$ cat config.mk
export PLATFORM = sky130hd
export DESIGN_NAME = fetch_prefetch_queue
export DESIGN_NICKNAME = d
export VERILOG_FILES = /design/src/rtl/fetch_prefetch_queue.sv
export SDC_FILE = /design/constraint.sdc
export NUM_CORES = 1
export LEC_CHECK = 0
export CORE_MARGIN = 4
export CORE_UTILIZATION = 61
export DETAILED_ROUTE_END_ITERATION = 16
export PLACE_DENSITY = 0.88
export SYNTH_ARGS = -nofsm -noshare
export SYNTH_HDL_FRONTEND = slang
export SYNTH_SLANG_ARGS = --single-unit
$ cat constraint.sdc
create_clock -name clk_i -period 9.65 [get_ports clk_i]
set_clock_uncertainty 0.05 [all_clocks]
set_input_delay 0.965 -clock clk_i [delete_from_list [all_inputs] [get_ports clk_i]]
set_output_delay 0.965 -clock clk_i [all_outputs]
set_load 0.02 [all_outputs]
$ cat src/rtl/fetch_prefetch_queue.sv
// fetch_prefetch_queue
//   Sequential instruction prefetcher. It issues word-stepped fetches to an
//   in-order, handshaked memory port with up to MAX_OUTSTANDING requests in
//   flight. Returned instructions are buffered with their PCs in a DEPTH-entry
//   queue and handed to decode over a valid/ready handshake. A redirect flushes
//   the queue, marks every in-flight request as stale and restarts fetch at the
//   new PC.
//
// Ports
//   clk_i              clock
//   reset_i            synchronous, active-high reset
//   redirect_valid_i   flush and restart fetch at redirect_pc_i
//   redirect_pc_i      new fetch address
//   mem_req_valid_o    fetch request valid
//   mem_req_ready_i    memory accepts the request
//   mem_req_addr_o     request address (current fetch PC)
//   mem_resp_valid_i   response valid (in order, at most one per cycle)
//   mem_resp_data_i    fetched instruction
//   out_valid_o        instruction available to decode
//   out_ready_i        decode accepts
//   out_instruction_o  head instruction
//   out_pc_o           address of head instruction
//
// Optional build macro
//   FETCH_BYPASS_EN    a fresh response arriving while the queue is empty is
//                      presented to decode in the same cycle; it is only
//                      written into the queue if decode does not take it.

module fetch_prefetch_queue #(
    parameter int unsigned     XLEN            = 32,
    parameter int unsigned     DEPTH           = 4,
    parameter int unsigned     MAX_OUTSTANDING = 2,
    parameter int unsigned     PC_STEP         = 1,
    parameter logic [XLEN-1:0] RESET_PC        = 'h3000
) (
    input  logic            clk_i,
    input  logic            reset_i,
    input  logic            redirect_valid_i,
    input  logic [XLEN-1:0] redirect_pc_i,
    output logic            mem_req_valid_o,
    input  logic            mem_req_ready_i,
    output logic [XLEN-1:0] mem_req_addr_o,
    input  logic            mem_resp_valid_i,
    input  logic [XLEN-1:0] mem_resp_data_i,
    output logic            out_valid_o,
    input  logic            out_ready_i,
    output logic [XLEN-1:0] out_instruction_o,
    output logic [XLEN-1:0] out_pc_o
);

    localparam int unsigned QAW = (DEPTH > 1) ? $clog2(DEPTH) : 1;
    localparam int unsigned QCW = $clog2(DEPTH + 1);
    localparam int unsigned OCW = $clog2(MAX_OUTSTANDING + 1);
    localparam int unsigned FAW = (MAX_OUTSTANDING > 1) ? $clog2(MAX_OUTSTANDING) : 1;

    // Fetch pointer and request accounting
    logic [XLEN-1:0] fetch_pc_q, fetch_pc_d;
    logic [OCW-1:0]  outst_q, outst_d;
    logic [OCW-1:0]  drop_q, drop_d;

    // PCs of accepted requests, in request order
    logic [XLEN-1:0] if_pc_q [MAX_OUTSTANDING];
    logic [FAW-1:0]  if_rd_q, if_rd_d;
    logic [FAW-1:0]  if_wr_q, if_wr_d;

    // Instruction queue
    logic [XLEN-1:0] q_pc_q    [DEPTH];
    logic [XLEN-1:0] q_instr_q [DEPTH];
    logic [QAW-1:0]  q_head_q, q_head_d;
    logic [QAW-1:0]  q_tail_q, q_tail_d;
    logic [QCW-1:0]  q_cnt_q, q_cnt_d;

    logic req_fire;
    logic resp_stale;
    logic resp_fresh;
    logic q_empty;
    logic q_push;
    logic q_pop;
    logic bypass;

    function automatic logic [FAW-1:0] if_inc(input logic [FAW-1:0] ptr);
        return (32'(ptr) == MAX_OUTSTANDING - 1) ? '0 : ptr + FAW'(1);
    endfunction

    assign q_empty    = (q_cnt_q == '0);
    assign resp_stale = (drop_q != '0);
    // A response in the redirect cycle belongs to the old stream either way.
    assign resp_fresh = mem_resp_valid_i && !resp_stale && !redirect_valid_i;

`ifdef FETCH_BYPASS_EN
    assign bypass = !reset_i && q_empty && resp_fresh;
`else
    assign bypass = 1'b0;
`endif

    // Stale requests still occupy a slot until their response comes back, so
    // queued + outstanding never exceeds DEPTH and the queue cannot overflow.
    assign mem_req_valid_o = !reset_i && !redirect_valid_i
                             && (32'(outst_q) < MAX_OUTSTANDING)
                             && (32'(q_cnt_q) + 32'(outst_q) < DEPTH);
    assign mem_req_addr_o  = fetch_pc_q;
    assign req_fire        = mem_req_valid_o && mem_req_ready_i;

    assign q_pop  = !q_empty && out_ready_i;
    assign q_push = resp_fresh && !(bypass && out_ready_i);

    assign out_valid_o       = !q_empty || bypass;
    assign out_instruction_o = bypass ? mem_resp_data_i   : q_instr_q[q_head_q];
    assign out_pc_o          = bypass ? if_pc_q[if_rd_q]  : q_pc_q[q_head_q];

    always_comb begin
        fetch_pc_d = fetch_pc_q;
        outst_d    = outst_q;
        drop_d     = drop_q;
        if_rd_d    = if_rd_q;
        if_wr_d    = if_wr_q;
        q_head_d   = q_head_q;
        q_tail_d   = q_tail_q;
        q_cnt_d    = q_cnt_q;

        if (req_fire) begin
            fetch_pc_d = fetch_pc_q + XLEN'(PC_STEP);
            outst_d    = outst_d + OCW'(1);
            if_wr_d    = if_inc(if_wr_q);
        end
        if (mem_resp_valid_i) begin
            outst_d = outst_d - OCW'(1);
            if_rd_d = if_inc(if_rd_q);
            if (resp_stale) begin
                drop_d = drop_q - OCW'(1);
            end
        end

        if (q_push) begin
            q_tail_d = q_tail_q + QAW'(1);
        end
        if (q_pop) begin
            q_head_d = q_head_q + QAW'(1);
        end
        case ({q_push, q_pop})
            2'b10:   q_cnt_d = q_cnt_q + QCW'(1);
            2'b01:   q_cnt_d = q_cnt_q - QCW'(1);
            default: q_cnt_d = q_cnt_q;
        endcase

        // Everything still in flight after this cycle is from the old stream.
        if (redirect_valid_i) begin
            fetch_pc_d = redirect_pc_i;
            drop_d     = outst_d;
            q_head_d   = '0;
            q_tail_d   = '0;
            q_cnt_d    = '0;
        end
    end

    always_ff @(posedge clk_i) begin
        if (reset_i) begin
            fetch_pc_q <= RESET_PC;
            outst_q    <= '0;
            drop_q     <= '0;
            if_rd_q    <= '0;
            if_wr_q    <= '0;
            q_head_q   <= '0;
            q_tail_q   <= '0;
            q_cnt_q    <= '0;
            for (int i = 0; i < int'(MAX_OUTSTANDING); i++) begin
                if_pc_q[i] <= '0;
            end
            for (int i = 0; i < int'(DEPTH); i++) begin
                q_pc_q[i]    <= '0;
                q_instr_q[i] <= '0;
            end
        end else begin
            fetch_pc_q <= fetch_pc_d;
            outst_q    <= outst_d;
            drop_q     <= drop_d;
            if_rd_q    <= if_rd_d;
            if_wr_q    <= if_wr_d;
            q_head_q   <= q_head_d;
            q_tail_q   <= q_tail_d;
            q_cnt_q    <= q_cnt_d;
            if (req_fire) begin
                if_pc_q[if_wr_q] <= fetch_pc_q;
            end
            if (q_push) begin
                q_pc_q[q_tail_q]    <= if_pc_q[if_rd_q];
                q_instr_q[q_tail_q] <= mem_resp_data_i;
            end
        end
    end

`ifndef SYNTHESIS
    a_no_overflow : assert property (@(posedge clk_i) disable iff (reset_i)
        !(q_push && !q_pop && (32'(q_cnt_q) == DEPTH)));
    a_no_spurious_resp : assert property (@(posedge clk_i) disable iff (reset_i)
        !(mem_resp_valid_i && (outst_q == '0)));
`endif

endmodule

**Yosys cells after proc, flatten, opt, wreduce, memory -nomap -nowiden**

Memory sizes are Yosys's and may differ from the RTL's. A register that Yosys moved wholly into a read port is not among the register bits.
Index checks and enable logic that the tools add are counted.

- Output and inout port bits: 98
- Logic and storage cells: 81
- Input bits: 70
- Register bits after elaboration: 45
- Memory bits (writable): 320
- Memories kept: 3

Memories:

| name | depth | bits a word | read ports | clocked after Yosys merged registers in | write ports | RTL line | RTL |
|---|---|---|---|---|---|---|---|
| q_instr_q | 4 | 32 | 1 | 1 | 4 | 68 | `logic [XLEN-1:0] q_instr_q [DEPTH];` |
| q_pc_q | 4 | 32 | 1 | 1 | 4 | 67 | `logic [XLEN-1:0] q_pc_q [DEPTH];` |
| if_pc_q | 2 | 32 | 1 | 1 | 2 | 62 | `logic [XLEN-1:0] if_pc_q [MAX_OUTSTANDING];` |

- Add/sub/neg operators: 11
- $lt $le $gt $ge: 2
- Eq/ne operators: 2
- Reductions and logical operators: 22
- Muxes and demuxes: 33

Operators with widths:

| operator | count |
|---|---|
| 2-to-1 mux 32 bit | 5 |
| OR reduction 32 bit | 3 |
| adder 32 x 1 -> 32 bit (second input constant) | 1 |
| 2-to-1 mux 2 bit | 11 |
| 2-to-1 mux 1 bit | 16 |
| nonzero test 2 bit | 5 |
| logical AND 1 bit | 7 |
| adder 2 x 1 -> 2 bit (second input constant) | 3 |
| one-hot mux 3 bit (2 select lines) | 1 |
| adder 3 x 2 -> 4 bit | 1 |
| logical NOT 1 bit | 4 |
| less-than comparator 4 x 3 -> 1 bit (second input constant) | 1 |
| subtractor 2 x 1 -> 2 bit (second input constant) | 2 |
| adder 3 x 1 -> 3 bit (second input constant) | 1 |
| logical NOT 3 bit | 1 |
| subtractor 3 x 1 -> 3 bit (second input constant) | 1 |
| adder 1 bit (second input constant) | 2 |
| equality test 2 x 1 -> 1 bit (second input constant) | 1 |
| equality test 2 bit (second input constant) | 1 |
| less-than comparator 2 bit (second input constant) | 1 |
| AND reduction 2 bit | 1 |
| OR reduction 2 bit | 1 |

**Longest topological paths before layout**

Gate-level depths: netlist of run 1.

- Depth after elaboration: 10
- Gate-level depth with buffers: 12
- Gate-level depth less buffers: 11

**Worst setup path before layout of run 1**

No wires, ideal clock.

- Kind: input -> register
- From: in mem_resp_valid_i
- To: mem q_instr_q[0][0], enable pin
- Path slack: 4.537 ns
- Data arrival time: 4.563 ns
- Setup time: 0.499 ns
- Cell stages on the path: 5
- Cell sequence: clkbuf_1 -> and2_1 -> buf_2 -> inv_1 -> o21bai_1

RTL lines:

| what | RTL line | RTL |
|---|---|---|
| start, declared | 43 | `input logic mem_resp_valid_i,` |
| end, declared | 68 |  |

==> metrics, run 1 <==
RSZ-0062 raised after global routing no; Vias 10260; Hold Buf Count CTS 0; DRC Markers 0; Syn Inst Count 1205; cts bufs inserted 37; n_diodes 0; max_cap viols 0; Worst Hold Depth 2; area of the multi-input gates 4905 µm²; Worst Path Arrival 3.14 ns; hold endpoint if_rd_q$_SDFFE_PP0P_; Initial Util 61.87%; Routed Wire Length 35.90 mm; worst slew pin tran 1.080 ns; total gr overflow 0; Sink Count 368; setup_tns 0 ns; Die Y 170.4 µm; Die Wd 170.4 µm; Layout Utilization 73.76%; initial antenna violation count 0; hold_sp if_rd_q$_SDFFE_PP0P_; CTS clock-pin slew for the worst setup and hold paths 0.06 ns; final period utilization 43.01%; # Post-CTS Setup Buffers 0; Worst Hold Slack 0.4682 ns; pwr/cell area 187.5 nW/µm²; Worst R2R Start outst_q[1]$_SDFF_PP0_; area added between synthesis and finish 19.21%; Hold WC Path Type reg2reg; CP Max Fanout 51; root buffer cell clkbuf_16; first-pass GRT wire length 56.95 mm; overall power 3.594 mW; R2R cell count 6; placed insts 1644; layout cell share with drive strength beyond 1 13.62%; Slew Limit Fails 0; fillcell total 1598; Seq/Total Area, Yosys 65.74%; syn nets 1280; final count of hold timing violations 0; pin count of the biggest net entering global routing 66; count of state elements after synthesis 368; Via density 6.008; crit end category output pin; row cnt 59; drt first pass iters 7; leading cell type in the layout, fill and taps excluded edfxtp_1; ANT nets after route 0; Std-Cell Core Area 25980 µm²; Final nets 1423; CTS max path bufs 3; Post-synth EDFFs 320; HPWL Detailed 21.31 mm; max frequency 0.2409 GHz; commonest non-fill, non-tap cells in the layout edfxtp_1 (320), nor2_1 (221), clkdlybuf4s50_1 (167), nand2_1 (95), inv_1 (79); non-filler cells, final 1708; H-tree depth 2; status finished, final reports clean; Period minus WS final 4.151 ns; full die area 29020 µm²; yosys warns 0; num ports 168; CTS tree built; worst path required time 8.64 ns; critical path startpoint category register; largest vdd supply drop 0.1509 mV; GP Congestion 0.8740; number of DRC markers in iteration 0 1100; average size of a mapped cell 13.34 µm²; vias in the first global route 10420; WS Path Type reg2out; FF-to-FF End if_pc_q[1][1]$_SDFFCE_PN0P_; Mapped Area 16080 µm²; P_leak 7.273 nW; post-CTS sizing 0; Cell variety after synth 59; Register Area 10580 µm²; PortBufs 167; Max-slew headroom 28.02%; WL per Instance 21.02 µm; global-route usage over all layers 25.12%; worst skew pair latency 0.52 ns; final setup fails 0; top_reg_cell synth edfxtp_1; Post-synth ARST share 0%; R2R setup slack 6.77 ns
## worst max-delay path: stages (launching register included)
cell and delay, ns:
dfxtp_4 0.52, buf_4 0.84, mux4_2 0.65, clkdlybuf4s50_1 0.56
## through the flow
step                setup slack, ns  cell area, µm²
floorplan                     4.537           16080
global placement              5.855           17990
detailed placement            5.764           17990
CTS                           5.381           19170
global route                  5.244           19170
finish                        5.499           19170
## cell families after synthesis
family | after synthesis | synth area share (%)
AO/OA/AOI/OAI | 77 | 3.144
flip-flops | 368 | 65.74
XOR/XNOR | 18 | 0.9805
multiplexers | 104 | 11.75
buffers and inverters | 158 | 4.039
adder cells (fa/ha/maj) | 5 | 0.4358
AND/OR/NAND/NOR | 475 | 13.91
## worst max-delay path by stage
| stage | start | end | slack [ns] | depth (start not counted) |
|---|---|---|---|---|
| final | register | out_pc_o[2] | 5.50 | 3 |
| after global routing | register | out_pc_o[31] | 5.24 | 3 |
| after CTS | register | out_pc_o[2] | 5.38 | 3 |
| after detailed placement | redirect_valid_i | q_cnt_q[2]$_SDFFE_PP0P_ | 5.76 | 11 |
| after global placement | redirect_valid_i | q_cnt_q[2]$_SDFFE_PP0P_ | 5.86 | 11 |
| after floorplan | mem_resp_valid_i | q_instr_q[0][0]$_SDFFCE_PN0P_ | 4.54 | 5 |
## sequential cells by signal (all words and copies together), names as in the netlist, named ones only
register / cells
if_wr_q: 1
outst_q: 2
q_head_q: 2
if_rd_q: 1
mem_req_addr_o: 32
q_pc_q: 128
q_tail_q: 2
q_cnt_q: 3
if_pc_q: 64
q_instr_q: 128
drop_q: 2
## report_power, final
group          switching (mW)  internal (mW)  leakage, nW
Clock                   0.565          0.834        0.579
Combinational           0.181          0.151         2.98
Sequential             0.0493           1.81         3.72
## routing by layer
layer  GRT usage, %  wire length (µm)  up-vias
li1               -                 -     4616
met1          35.30             13980     5025
met2          41.71             17960      549
met3          3.647              3073       72
met4          7.187               885        0
met5              0                 0        -
## layout make-up
type | count | share of cell area (%)
multi-input cells | 679 | 25.59
inverters | 79 | 1.547
clock buffers | 52 | 5.451
flip-flops and latches | 368 | 55.17
well taps | 335 | 2.187
repair buffers | 183 | 9.348
clock inverters | 12 | 0.7050
## cell usage after synthesis, types with 13 or more instances
master	instances	share of area [%]
a21oi_1	18	0.56
and2_1	35	1.4
and3_1	35	1.4
buf_2	20	0.62
clkbuf_1	49	1.1
dfxtp_1	48	6.0
edfxtp_1	320	60
inv_1	79	1.8
mux2_2	34	2.4
mux4_2	64	9.0
nand2_1	95	2.2
nand3_1	17	0.53
nand4_1	17	0.66
nor2_1	222	5.2
o21ai_0	13	0.40
Note: power is estimated with default switching activity, not from simulation.
==> inputs of run 2 (changes only) <==
--- a/config.mk
+++ b/config.mk
@@ -6,9 +6,9 @@
 export NUM_CORES = 1
 export LEC_CHECK = 0
 export CORE_MARGIN = 4
-export CORE_UTILIZATION = 61
+export CORE_UTILIZATION = 51
 export DETAILED_ROUTE_END_ITERATION = 16
-export PLACE_DENSITY = 0.88
+export PLACE_DENSITY = 0.79
 export SYNTH_ARGS = -nofsm -noshare
 export SYNTH_HDL_FRONTEND = slang
 export SYNTH_SLANG_ARGS = --single-unit
==> constraint.sdc (replaced) <==
create_clock -name clk_i -period 3.6 [get_ports clk_i]
set_clock_uncertainty 0.05 [all_clocks]
set_input_delay 0.36 -clock clk_i [delete_from_list [all_inputs] [get_ports clk_i]]
set_output_delay 0.36 -clock clk_i [all_outputs]
set_load 0.02 [all_outputs]
==> metrics, run 2 (synthesis gave the netlist of run 1 again) <==
status finished, final reports clean; P_leak 7.385 nW; post-route cell area 19450 µm²; pwr/cell area 502.2 nW/µm²; setup_tns 0 ns; initial antenna violation count 0; CTS max path bufs 3; Worst R2R Start drop_q[0]$_SDFFE_PP0P_; Worst Path Arrival 2.69 ns; number of DRC markers in iteration 0 904; HPWL Detailed 21.60 mm; layout cell share with drive strength beyond 1 14.81%; cts bufs inserted 38; GP Congestion 0.8718; RSZ-0062 raised after global routing no; root buffer cell clkbuf_16; Hold Buf Count CTS 0; WL per Instance 19.78 µm; Std-Cell Core Area 30830 µm²; n_diodes 0; PortBufs 167; worst path required time 3.19 ns; Die Wd 185.6 µm; leading cell type in the layout, fill and taps excluded edfxtp_1; placed insts 1718; FF-to-FF End q_pc_q[0][10]$_SDFFCE_PN0P_; commonest non-fill, non-tap cells in the layout edfxtp_1 (320), nor2_1 (221), clkdlybuf4s50_1 (167), nand2_1 (95), inv_1 (79); row cnt 64; global-route usage over all layers 20.78%; Max-slew headroom 44.18%; largest vdd supply drop 0.2700 mV; max frequency 0.3229 GHz; CTS clock-pin slew for the worst setup and hold paths 0.06 ns; R2R cell count 9; non-filler cells, final 1787; Slew Limit Fails 0; critical path startpoint category register; vias in the first global route 10650; H-tree depth 2; DRC Markers 0; final count of hold timing violations 0; Post-Place Worst Slack 0.5949 ns; Largest regs q_instr_q (128), q_pc_q (128), if_pc_q (64); max_cap viols 0; CP Max Fanout 27; worst skew pair latency 0.52 ns; Hold WC Path Type in2reg; final period utilization 86.04%; Routed Wire Length 35.35 mm; pin count of the biggest net entering global routing 65; final setup fails 0; full die area 34430 µm²; ANT nets after route 0; fillcell total 2257; area added between synthesis and finish 20.97%; WS Path Type reg2out; Initial Util 52.15%; total gr overflow 0; hold_sp redirect_pc_i[11]; # Post-CTS Setup Buffers 0; Die Y 185.6 µm; crit end category output pin; Vias 10130; drt first pass iters 5; Layout Utilization 63.09%; Period minus WS final 3.097 ns; Final nets 1437; dpl cell area 18210 µm²; area of the multi-input gates 4902 µm²; worst slew pin tran 0.8373 ns; R2R setup slack 0.86 ns; Sink Count 368; first-pass GRT wire length 56.30 mm; fin worst setup slack 0.5026 ns; Register Area 10580 µm²; Via density 5.668; post-CTS sizing 0; CTS tree built; num ports 168; Worst Hold Depth 3; hold endpoint mem_req_addr_o[11]$_SDFFE_PP0P_
-- run 2: cell count changes in the layout (fill, tap and decap cells not counted) --
cell / previous run / this run
clkbuf_8: 2 / 3
buf_12: 0 / 4
clkinv_1: 3 / 4
or2_4: 1 / 0
clkinvlp_4: 0 / 1
clkinv_2: 5 / 7
clkbuf_1: 11 / 9
clkbuf_16: 39 / 40
clkinv_4: 0 / 1
buf_4: 16 / 25
or2_2: 4 / 5
-- run 2: layer usage --
layer,track usage (%),wire (µm)
met2,34.93,17110
met1,28.40,14670
met4,5.771,833
met3,3.537,2733
met5,0,0
-- run 2: how the worst max path moves through the flow --
stage               cells after the start                    from                        endpoint  slack, ns
finish                                  3                register                     out_pc_o[5]       0.50
global route                            3                register           out_instruction_o[11]       0.33
CTS                                     3                register                     out_pc_o[5]       0.42
detailed placement                      8        redirect_valid_i  q_instr_q[0][21]$_SDFFCE_PN0P_       0.59
global placement                        7        mem_resp_valid_i      q_pc_q[0][9]$_SDFFCE_PN0P_       0.72
floorplan                               7  drop_q[0]$_SDFFE_PP0P_   q_instr_q[0][0]$_SDFFCE_PN0P_      -0.94
-- run 2: final cells by class --
type	instances	share of cell area [%]
sequential	368	54.37
multi-input combinational	679	25.20
timing repair buffer	196	9.971
clock buffer	52	5.532
tap	396	2.547
inverter	79	1.525
clock inverter	17	0.8491
-- run 2: power breakdown --
group / leakage, nW / switching (mW) / internal [mW]
logic: 3.06 / 0.499 / 0.416
registers: 3.72 / 0.119 / 4.86
clock network: 0.610 / 1.56 / 2.31
total: 7.38 / 2.18 / 7.59
-- run 2: critical path: stages, from the launching register on --
cell             delay (ns)
dfxtp_4                0.72
buf_4                  0.33
mux4_2                 0.56
clkdlybuf4s50_1        0.57
-- run 2: metrics by stage --
stage	hold WS (ns)	total power, mW
detailed placement	0.4585	5.983
global placement	0.4535	5.959
floorplan	0.4186	5.554
CTS	0.3390	9.837
global route	0.3671	10.12
finish	0.3555	9.767
==> inputs of run 3 (changes only) <==
--- a/config.mk
+++ b/config.mk
@@ -7,6 +7,7 @@
 export LEC_CHECK = 0
 export CORE_MARGIN = 4
 export CORE_UTILIZATION = 51
+export CTS_CLUSTER_SIZE = 10
 export DETAILED_ROUTE_END_ITERATION = 16
 export PLACE_DENSITY = 0.79
 export SYNTH_ARGS = -nofsm -noshare
==> metrics, run 3 (synthesis gave the netlist of run 1 again) <==
pin count of the biggest net entering global routing 65; post-CTS sizing 0; root buffer cell clkbuf_16; Worst Path Arrival 2.70 ns; cts bufs inserted 43; R2R setup slack 0.81 ns; critical path startpoint category register; Period minus WS final 3.107 ns; commonest non-fill, non-tap cells in the layout edfxtp_1 (320), nor2_1 (221), clkdlybuf4s50_1 (167), nand2_1 (95), inv_1 (79); Die Y 185.6 µm; Routed Wire Length 35.63 mm; Slew Limit Fails 0; Std-Cell Core Area 30830 µm²; number of DRC markers in iteration 0 781; WS Path Type reg2out; max_cap viols 0; full die area 34430 µm²; fin worst setup slack 0.4931 ns; setup_tns 0 ns; CTS clock-pin slew for the worst setup and hold paths 0.06 ns; Hold WC Path Type in2reg; row cnt 64; vias in the first global route 10640; RSZ-0062 raised after global routing no; DRC Markers 0; drt first pass iters 5; Vias 10120; CTS tree built; P_leak 7.346 nW; Die Wd 185.6 µm; Hold Buf Count CTS 0; final period utilization 86.30%; Final nets 1442; Largest regs q_instr_q (128), q_pc_q (128), if_pc_q (64); crit end category output pin; HPWL Detailed 21.60 mm; final setup fails 0; pwr/cell area 499.4 nW/µm²; initial antenna violation count 0; layout cell share with drive strength beyond 1 14.08%; WL per Instance 20.01 µm; num ports 168; ANT nets after route 0; area added between synthesis and finish 20.61%; Worst Hold Slack 0.3506 ns; worst slew pin tran 0.8455 ns; n_diodes 0; Via density 5.684; fillcell total 2263; Max-slew headroom 43.63%; CP Max Fanout 27; # Post-CTS Setup Buffers 0; first-pass GRT wire length 56.45 mm; Register Area 10580 µm²; Sink Count 368; Post-Place Worst Slack 0.5949 ns; global-route usage over all layers 20.83%; overall power 9.684 mW; PortBufs 167; area of the multi-input gates 4902 µm²; worst skew pair latency 0.53 ns; max frequency 0.3219 GHz; status finished, final reports clean; GP Congestion 0.8718; Initial Util 52.15%; total gr overflow 0; CTS max path bufs 3; leading cell type in the layout, fill and taps excluded edfxtp_1; final count of hold timing violations 0; H-tree depth 2; Layout Utilization 62.90%; largest vdd supply drop 0.2859 mV; worst path required time 3.19 ns
-- run 3: routing by layer --
| metal | vias to the layer above | wire length [µm] | global-route usage (%) |
|---|---|---|---|
| met2 | 413 | 17150 | 34.77 |
| met4 | 0 | 755 | 5.130 |
| li1 | 4656 | - | - |
| met3 | 59 | 2915 | 3.928 |
| met1 | 4996 | 14810 | 28.71 |
| met5 | - | 0 | 0 |
-- run 3: stage by stage --
stage	cells	cell area (µm²)
after detailed placement	1718	18210
after CTS	1781	19390
after floorplan	1205	16080
after global placement	1718	18210
after global routing	1781	19390
final	1781	19390
-- run 3: path summary, 6_finish.rpt --
path / from / depth (start not counted) / to
hold reg to reg: q_head_q[1]$_SDFFE_PP0P_ / 2 / register
setup reg to reg: drop_q[0]$_SDFFE_PP0P_ / 9 / q_instr_q[1][21]$_SDFFCE_PN0P_
hold / removal: redirect_pc_i[20] / 3 / mem_req_addr_o[20]$_SDFFE_PP0P_
setup / recovery: register / 3 / out_instruction_o[11]
-- run 3: report_power, final --
group          switching (mW)  internal (mW)
combinational           0.501          0.416
sequential              0.119           4.86
clock                    1.55           2.24
total                    2.17           7.51
-- run 3: worst max-delay path, cell delays in order, from the launching register on --
cell and delay (ns):
dfxtp_4 0.72, buf_12 0.32, mux4_2 0.56, clkdlybuf4s50_1 0.56
-- run 3: cell type report --
class                      count  share of cell area [%]
clock inverter                 5                  0.2581
clock buffer                  58                   5.839
sequential                   368                   54.54
multi-input combinational    679                   25.28
timing repair buffer         196                   10.00
tap                          396                   2.555
inverter                      79                   1.529
==> patch 1: new RTL, flow settings as in run 1 <==
The option `FETCH_BYPASS_EN` is turned on by a define.
--- a/src/rtl/fetch_prefetch_queue.sv
+++ b/src/rtl/fetch_prefetch_queue.sv
@@ -26,6 +26,8 @@
 //                      presented to decode in the same cycle; it is only
 //                      written into the queue if decode does not take it.
 
+`define FETCH_BYPASS_EN
+
 module fetch_prefetch_queue #(
     parameter int unsigned     XLEN            = 32,
     parameter int unsigned     DEPTH           = 4,
Formal check against the unedited RTL: not equivalent (Yosys sat finds a counterexample within 4 cycles, from zero or initial values and one cycle with reset_i high).
==> patch 1 against run 1 <==
Cell area up 3.4%; die area up 4.1%; sequential cell count unchanged; area after synthesis up 4.3%; combinational power up 3%; synthesized cell count up 5.1%; total power down 2.2%; setup slack worse by 0.99 ns; worst hold slack better by 0.011 ns; routed wire length up 11%.
==> patch 1: results <==
[run_status]
status = "complete, no violations"

[cells_and_area]
fin_nets = 1474
fillers = 1659
top_regs = "q_instr_q (128), q_pc_q (128), if_pc_q (64)"
drive_gt1_share_pct = 13.6

[synthesis]
synth_xor_area_share_pct = 0.836
synth_compound_area_share_pct = 4.14
synth_ff_type = "edfxtp_1"
synth-seq-area-share_pct = 63.1
yosysUniqueCellTypes = 52
synthArstFlopShare_pct = 0
synth_commonest_cells = "edfxtp_1 (320), nor2_1 (170), and2_1 (126)"
yosys_warnings = 0
synth-edff-count = 320
yosys-mux-area-fraction_pct = 13.0
ys_top_cells_by_area = "edfxtp_1 (57%), mux4_2 (8.6%), dfxtp_1 (5.7%)"
syn-num-nets = 1342
synth_adder_area_share_pct = 0.418

[grt]
antenna_found_initial = 1
grt_pass1_vias = 11400
grt_util_all_layers_pct = 26.3
grt_start_max_net_pins = 97
grt_pass1_wl_um = 63000

[clock_network]
cts_buffer_depth = 3
cts_setup_buffers = 0
cts.repair.resized = 0
cts_buffers = 37

[setup_path]
crit_slowest_cell = "or4_4"
crit_family = "buffers and inverters"
r2r_cells = 6
path_max_fanout = 96
cpPeakStageDelay_ns = 0.86

[placed_design]
place_congestion = 0.847
hpwl_um = 23700

[detailed_routing]
route.vias.total = 11200
first_pass_iters = 6
initialDrtViolationCount = 1435
wl_um = 39900

[hold_path]
hold_depth = 2

[floorplanning]
fp.dieW_um = 174

[power]
p_leak_nw = 7.24
peakVddDrop_v = 0.000124

[sta]
max_slew.worst_pin.slew_ns = 1.11
[patch 1: worst reg2reg max path, cell delays in order (launching register included)]
cell and delay [ns]:
dfxtp_1 0.41, ha_1 0.27, a311oi_2 0.37, and3_2 0.94, nand2_1 0.13, nand2_1 0.64, buf_4 0.42
[patch 1: layer usage]
layer / vias to the layer above / part of all wire, % / global-route usage [%]
li1: 4960 / - / -
met1: 5490 / 38 / 35.2
met2: 608 / 49 / 43.3
met3: 117 / 8.2 / 4.36
met4: 0 / 4.4 / 11.4
met5: - / 0 / 0
[patch 1: report_power, final]
part | internal (mW) | switching (mW)
combinational | 0.145 | 0.196
sequential | 1.80 | 0.0463
clock | 0.754 | 0.577
[patch 1: area by class of cell]
class                           count  share of cell area, %
Multi-Input combinational cell    790                   29.3
Timing Repair Buffer              187                   9.20
Clock buffer                       49                   5.22
Sequential cell                   368                   53.4
Clock inverter                     18                  0.436
Antenna cell                        2                 0.0253
Inverter                           15                  0.284
Tap cell                          341                   2.15
[patch 1: worst paths after layout]
kind                                         endpoint  slack, ns       start
worst max-delay path            out_instruction_o[28]       4.51     reset_i
worst min-delay path                          if_rd_q       0.48     if_rd_q
worst max register to register         if_pc_q[1][28]       6.06  q_cnt_q[1]
worst min register to register                if_rd_q       0.48     if_rd_q
[patch 1: cell families after synthesis]
logic type,after synthesis
flip-flops,368
AO/OA/AOI/OAI,116
XOR/XNOR,16
adder cells (fa/ha/maj),5
AND/OR/NAND/NOR,519
multiplexers,134
buffers and inverters,109
[patch 1: through the flow]
stage	hold WS, ns	setup WS [ns]	instance area, um2	instances
3_5_place_dp	0.460	4.48	18700	1701
6_report	0.479	4.51	19800	1770
4_1_cts	0.479	4.48	19800	1768
2_1_floorplan	0.431	5.00	16800	1267
5_1_grt	0.505	4.36	19800	1769
3_3_place_gp	0.443	4.54	18700	1701
==> patch 2: new RTL, settings of run 1 <==
Made on the original files. The parameter `XLEN` goes from 32 to 48.
--- a/src/rtl/fetch_prefetch_queue.sv
+++ b/src/rtl/fetch_prefetch_queue.sv
@@ -27,7 +27,7 @@
 //                      written into the queue if decode does not take it.
 
 module fetch_prefetch_queue #(
-    parameter int unsigned     XLEN            = 32,
+    parameter int unsigned     XLEN            = 48,
     parameter int unsigned     DEPTH           = 4,
     parameter int unsigned     MAX_OUTSTANDING = 2,
     parameter int unsigned     PC_STEP         = 1,
Ports: changed (5 resized); port bits go from 168 to 248. No check against the original RTL was run, so the function may have changed too.
==> patch 2 against run 1 <==
Sequential cell count rose by 176; total power is 49% higher; combinational power grew 46%; critical endpoint is now q_instr_q[2][18]; setup slack lost 1.1 ns; cell area increased by 49%; routed wire length increased by 79%; largest power group unchanged; area after synthesis increased by 49%.
==> patch 2: results <==
[grt]
grt_pass1_wl_um = 97000
grt_pass1_vias = 16600
grt_start_max_net_pins = 78
grt_util_all_layers_pct = 30.1

[placed_design]
place_congestion = 0.889
hpwl_um = 37100
placement.setup.worst_slack_ns = 3.87
io_buffers = 247

[setup_path]
path_max_fanout = 52
arrival_ns = 5.43

[cells_and_area]
fin_nets = 1999
top_regs = "q_instr_q (192), q_pc_q (192), if_pc_q (96)"
fillers = 2230
drive_gt1_share_pct = 12.2

[synthesis]
synth-seq-area-share_pct = 65.6
syn-num-nets = 1808
ys_top_cells_by_area = "edfxtp_1 (60%), mux4_2 (9.0%), dfxtp_1 (5.4%)"
yosys_warnings = 0
synth-edff-count = 480
synth_commonest_cells = "edfxtp_1 (480), nor2_1 (233), and2_1 (151)"
synthArstFlopShare_pct = 0
yosysUniqueCellTypes = 67

[run_status]
status = "complete, no violations"

[detailed_routing]
initialDrtViolationCount = 2073
first_pass_iters = 5
vias_per_cell = 6.57
wl_um = 64100

[power]
p_leak_nw = 10.4
peakVddDrop_v = 0.000145

[sta]
max_slew.worst_pin.slew_ns = 1.26

[clock_network]
clkLatencyLatePin_ns = 0.61
cts_buffers = 54
-- patch 2: cell types whose count changed after synthesis, moves of 32 or more --
| cell | change |
|---|---|
| and3_1 | +113 |
| edfxtp_1 | +160 |
| and2_1 | +116 |
| clkbuf_1 | +56 |
| nand2_1 | -47 |
| mux2_2 | -34 |
| mux4_2 | +32 |
| mux2i_1 | +49 |
| inv_1 | -65 |
-- patch 2: metrics by stage --
| step | cells | cell area [um2] |
|---|---|---|
| global placement | 2354 | 26700 |
| finish | 2456 | 28500 |
| floorplan | 1701 | 23900 |
| CTS | 2456 | 28500 |
| global route | 2456 | 28500 |
| detailed placement | 2354 | 26700 |
-- patch 2: logic make-up after synthesis --
group                      after synthesis  synth area share (%)
and+or+nand+nor                        709                  15.9
AOI/OAI and AO/OA                      121                  3.37
muxes                                  150                  11.3
xor gates and xnor gates                21                 0.769
DFF                                    544                  65.6
adders and majority gates                5                 0.293
buffers and inverters                  151                  2.75
-- patch 2: path summary, 6_finish.rpt --
kind	startpoint	end	slack, ns	depth (start not counted)
worst max-delay path	reset_i	q_instr_q[2][18]	4.39	10
worst min-delay path	q_head_q[0]	register	0.50	2
worst max register to register	drop_q[0]	q_instr_q[2][18]	4.96	9
worst min register to register	q_head_q[0]	register	0.50	2
-- patch 2: report_power, final --
part | switching, mW | total [mW] | internal (mW)
registers | 0.0711 | 2.75 | 2.68
clock network | 0.887 | 2.12 | 1.23
logic | 0.288 | 0.484 | 0.196
total | 1.25 | 5.35 | 4.10
-- patch 2: critical path, cell delays in order --
cell,delay [ns]
buf_2,0.10
buf_4,0.32
nor2_1,0.35
nand3_2,0.12
buf_4,0.34
nor2_2,0.17
buf_4,0.46
nand2_2,0.83
nand2b_4,1.00
buf_4,0.68
-- patch 2: final cells by class --
type	instances	share of cell area [%]
Inverter	14	0.184
Sequential cell	544	55.1
Tap cell	518	2.27
Clock inverter	21	0.549
Multi-Input combinational cell	1006	26.8
Clock buffer	81	5.79
Timing Repair Buffer	272	9.30
-- patch 2: layer usage --
layer  global-route usage, %  up-vias  share of wire [%]
met4                    14.1        0                4.6
met1                    38.9     7911                 34
met5                       0        -                  0
met3                    5.82      213                 11
li1                        -     6783                  -
met2                    49.8     1236                 50
